[src/rtl/fifo_wr_arb.sv]
//-----------------------------------------------------------------------------
// fifo_wr_arb
//
// Two-requester round-robin arbiter for the asynchronous FIFO's write port.
// Runs entirely in the write clock domain. Each grant lasts at most BURST_MAX
// accepted beats, so neither producer can starve the other. A requester that
// is stalled by `full` keeps its grant. Handover to the other requester takes
// no idle cycles.
//
// Parameters:
//   DATA_WIDTH  width of the write data
//   BURST_MAX   maximum accepted beats per grant (1..255)
//
// Ports:
//   wr_clk      write-domain clock
//   wr_rst      asynchronous, active-high reset
//   req0_valid  requester 0 has a word
//   req0_data   requester 0 word
//   req0_ready  requester 0 word accepted this cycle
//   req1_valid  requester 1 has a word
//   req1_data   requester 1 word
//   req1_ready  requester 1 word accepted this cycle
//   full        FIFO full flag (write domain), used as-is, not retimed
//   wr_en       FIFO write strobe
//   wr_data     FIFO write data (0 when no write happens)
//   grant       one-hot current owner {GNT1, GNT0}; 00 = idle
//   beats0/1    accepted-beat counters for each requester
//
// Build option:
//   FIFO_ARB_STATS_EN  when defined, beats0/beats1 count accepts and
//                      saturate at 0xFFFF. When undefined, they are tied
//                      to 0 and no counter flops exist.
//-----------------------------------------------------------------------------
module fifo_wr_arb #(
  parameter int DATA_WIDTH = 8,
  parameter int BURST_MAX  = 4
) (
  input  logic                  wr_clk,
  input  logic                  wr_rst,
  input  logic                  req0_valid,
  input  logic [DATA_WIDTH-1:0] req0_data,
  output logic                  req0_ready,
  input  logic                  req1_valid,
  input  logic [DATA_WIDTH-1:0] req1_data,
  output logic                  req1_ready,
  input  logic                  full,
  output logic                  wr_en,
  output logic [DATA_WIDTH-1:0] wr_data,
  output logic [1:0]            grant,
  output logic [15:0]           beats0,
  output logic [15:0]           beats1
);

  typedef enum logic [1:0] {
    IDLE = 2'd0,
    GNT0 = 2'd1,
    GNT1 = 2'd2
  } state_t;

  localparam logic [7:0] BURST_LAST = 8'(BURST_MAX - 1);

  state_t     state, state_nxt;
  logic       last, last_nxt;           // last owner: 0 = req0, 1 = req1
  logic [7:0] burst_cnt, burst_cnt_nxt;

  logic acc0, acc1;

  // Accepts, and every output derived from them, decode from the state
  // register so they drop in the same cycle an asynchronous reset asserts.
  always_comb begin
    acc0 = (state == GNT0) & req0_valid & ~full;
    acc1 = (state == GNT1) & req1_valid & ~full;
  end

  always_comb begin
    grant      = {state == GNT1, state == GNT0};
    req0_ready = acc0;
    req1_ready = acc1;
    wr_en      = acc0 | acc1;
    wr_data    = '0;
    if (acc0)
      wr_data = req0_data;
    else if (acc1)
      wr_data = req1_data;
  end

  always_ff @(posedge wr_clk or posedge wr_rst) begin
    if (wr_rst) begin
      state     <= IDLE;
      last      <= 1'b1;      // requester 0 wins the first tie
      burst_cnt <= '0;
    end else begin
      state     <= state_nxt;
      last      <= last_nxt;
      burst_cnt <= burst_cnt_nxt;
    end
  end

  // Only the owner's valid decides whether the grant ends; the other
  // requester's valid only selects where the grant goes next.
  always_comb begin
    state_nxt     = state;
    last_nxt      = last;
    burst_cnt_nxt = burst_cnt;
    case (state)
      IDLE: begin
        if (req0_valid && req1_valid)
          state_nxt = last ? GNT0 : GNT1;
        else if (req0_valid)
          state_nxt = GNT0;
        else if (req1_valid)
          state_nxt = GNT1;
      end
      GNT0: begin
        if (!req0_valid) begin
          state_nxt     = req1_valid ? GNT1 : IDLE;
          burst_cnt_nxt = '0;
          last_nxt      = 1'b0;
        end else if (acc0) begin
          if (burst_cnt == BURST_LAST) begin
            // Handover beats re-grant; an accept implies req0_valid is
            // still high, so the re-grant path never falls through to IDLE.
            state_nxt     = req1_valid ? GNT1 : GNT0;
            burst_cnt_nxt = '0;
            last_nxt      = 1'b0;
          end else begin
            burst_cnt_nxt = burst_cnt + 8'd1;
          end
        end
      end
      GNT1: begin
        if (!req1_valid) begin
          state_nxt     = req0_valid ? GNT0 : IDLE;
          burst_cnt_nxt = '0;
          last_nxt      = 1'b1;
        end else if (acc1) begin
          if (burst_cnt == BURST_LAST) begin
            state_nxt     = req0_valid ? GNT0 : GNT1;
            burst_cnt_nxt = '0;
            last_nxt      = 1'b1;
          end else begin
            burst_cnt_nxt = burst_cnt + 8'd1;
          end
        end
      end
      default: begin
        state_nxt     = IDLE;
        burst_cnt_nxt = '0;
      end
    endcase
  end

`ifdef FIFO_ARB_STATS_EN
  logic [15:0] beats0_q, beats1_q;

  always_ff @(posedge wr_clk or posedge wr_rst) begin
    if (wr_rst) begin
      beats0_q <= '0;
      beats1_q <= '0;
    end else begin
      if (acc0 && beats0_q != 16'hFFFF)
        beats0_q <= beats0_q + 16'd1;
      if (acc1 && beats1_q != 16'hFFFF)
        beats1_q <= beats1_q + 16'd1;
    end
  end

  assign beats0 = beats0_q;
  assign beats1 = beats1_q;
`else
  assign beats0 = '0;
  assign beats1 = '0;
`endif

endmodule

[config.mk]
export PLATFORM = sky130hd
export DESIGN_NAME = fifo_wr_arb
export DESIGN_NICKNAME = d
export VERILOG_FILES = /design/src/rtl/fifo_wr_arb.sv
export SDC_FILE = /design/constraint.sdc
export NUM_CORES = 1
export LEC_CHECK = 0
export CORE_MARGIN = 3
export CORE_UTILIZATION = 35
export DETAILED_ROUTE_END_ITERATION = 12
export GPL_TIMING_DRIVEN = 0
export PLACE_DENSITY = 0.82
export SETUP_SLACK_MARGIN = 0.15
export SYNTH_ARGS = -nofsm -noshare
export SYNTH_HDL_FRONTEND = slang
export SYNTH_SLANG_ARGS = --single-unit
[constraint.sdc]
create_clock -name wr_clk -period 2.6 [get_ports wr_clk]
set_input_delay 0.26 -clock wr_clk [delete_from_list [all_inputs] [get_ports wr_clk]]
set_output_delay 0.26 -clock wr_clk [all_outputs]
set_load 0.05 [all_outputs]
==> run metrics <==
Final Skew 6.33 ps; CTS tree yes; Syn Std Cell Area 1090 sq um; clock buffer depth 2; share of layout cells above drive strength 1 0.313; post-detailed-placement half-perimeter wirelength 2.02 mm; area leader, netlist buf_4; CP Launch Type register; Worst Path Required 2340 ps; sequential element share of the synthesized area 0.254; htree depth 1; Total GRT Usage 0.118; DR iter-0 viols 12; Synth top area share 0.234; initial antenna violation count 0; Max-slew headroom 0.658; Pre-antenna DRT Iters 4; fin crit period 2320 ps; Core ar. 2850 sq um; FMAX 0.430 GHz; CTS sink count 11; first-pass GRT wire length 3.38 mm; Syn Area/Cell 8.78 sq um; Worst path slowest cell clkdlybuf4s50_1; Hold Fails Final Rpt 0; I/O pin cnt 66; Clock Tree Root clkbuf_4; crit path DAT 2060 ps; commonest non-fill, non-tap cell in the layout buf_4; commonest non-fill, non-tap cells in the layout 34 x buf_4, 32 x conb_1, 23 x clkdlybuf4s50_1; flops & latches, synth 11; VDD IR max 0.436 mV; routed vias/inst 4.48; Overall Power 1.14 mW; crit-path cells inv_1, ha_1, and3_1, clkdlybuf4s50_1; CP endpoint kind primary output; die height 61.8 microns; die area 3820 sq um; DR vias 1000; pwr dens 705 nW/um^2; Final Util 0.565; DRC Markers 0; Post-CTS Setup Inserts 0; Antenna diodes 0; critical path's largest stage delay 810 ps; Area after DPL 1580 sq um; Crit Reg-Reg Startpoint state[0]; row count 19; maxcap violations 0; setup ws final 276 ps; pre-CTS WS -73.7 ps; TritonCTS Buffers 3; leakage power 0.833 nW; vias in the first global route 755; nets@finish 219; wire per inst 10.9 microns; status completed; placed cell count 219; RSZ-0062 raised after global routing no; remaining antenna violation count 0; hold-fix buffers at CTS 0; non-filler cells, final 223; DIE WIDTH 61.8 microns; Synth Warn # 0; routability cong. 0.774; Worst Path Max Fanout 6; critical path's top delay family buffers and inverters; Detailed Route WL 2.42 mm; worst slew pin tran 513 ps; Max Slew Vio Count 0; cell area after layout 1610 sq um; Layout area overhead 48.0%; Final setup viols 0; Worst-Skew Late Latency 270 ps; Initial Utilization 0.382; Synth Instances 124; Worst-path clk slew 80 ps; period utilization 0.894; Hold WS 286 ps; Synth cell types 34; count of input and output buffers 33; Hold/Removal Path Class in -> async; main area contributors after synthesis buf_4 23%, dfrtp_1 23%, a31oi_1 6.9%; grt ovf 0; critical path buffer and inverter count 2; setup_tns 0 ps; largest net degree at the start of global routing 12; Resize count post-CTS 26; critical path class reg -> out; CP Launch Point state[0]
## final cells by class
| class | count | area (sq um) |
|---|---|---|
| clock buffers | 4 | 26.3 |
| well taps | 31 | 38.8 |
| multi-input cells | 100 | 634 |
| fillers | 268 | 1240 |
| inverters | 7 | 26.3 |
| plain buffers | 37 | 277 |
| flip-flops and latches | 11 | 277 |
| repair buffers | 33 | 333 |
## per-layer routing
metal | global-route usage | share of wire | wire [microns]
met1 | 0.135 | 0.38 | 933
met2 | 0.205 | 0.48 | 1170
met3 | 0.0372 | 0.12 | 302
met4 | 0.0455 | 0.0078 | 19
met5 | 0 | 0 | 0
## final timing paths
kind / to / slack, ps / depth (start not counted)
max in group asynchronous: last / 1970 / 2
max: req1_ready / 280 / 4
min reg2reg: burst_cnt[3] / 540 / 1
min: burst_cnt[3] / 290 / 2
max reg2reg: burst_cnt[5] / 800 / 7
min in group wr_clk: burst_cnt[3] / 540 / 1
## cell usage after synthesis
cell / n
buf_6: 1
a21oi_1: 3
buf_4: 34
a211oi_2: 1
a31oi_1: 12
clkbuf_2: 1
dfrtp_1: 10
and2_1: 1
or2b_1: 4
and3_2: 1
nor4b_4: 1
and4_1: 1
nor2_1: 5
conb_1: 1
inv_1: 7
nor3_1: 1
mux2_2: 2
nand2_1: 4
a22o_1: 8
and3_1: 3
ha_1: 5
dfstp_2: 1
a41oi_1: 1
mux2i_1: 1
or2_2: 1
nand2b_1: 1
nand3_1: 2
and4_2: 1
a22oi_2: 1
clkbuf_1: 1
o21ba_2: 1
a21oi_2: 1
o21ai_0: 4
nor2b_1: 2
## registers in the layout (all words and copies together) (netlist names)
signal,flops
burst_cnt,8
last,1
state,2
## kinds of logic after synthesis
kind of cell,count (synthesis),share of synthesized area
buffers and inverters,44,0.277
AOI/OAI and AO/OA,32,0.214
and+or+nand+nor,28,0.164
DFF,11,0.254
adders and majority gates,5,0.0575
muxes,3,0.0299
other,1,0.00344
## power by group
part,total (mW),internal (mW),switching (mW)
combinational,0.779,0.298,0.481
clock,0.122,0.0594,0.0628
sequential,0.234,0.207,0.0276
No activity file was read; power rests on OpenSTA's default activity.
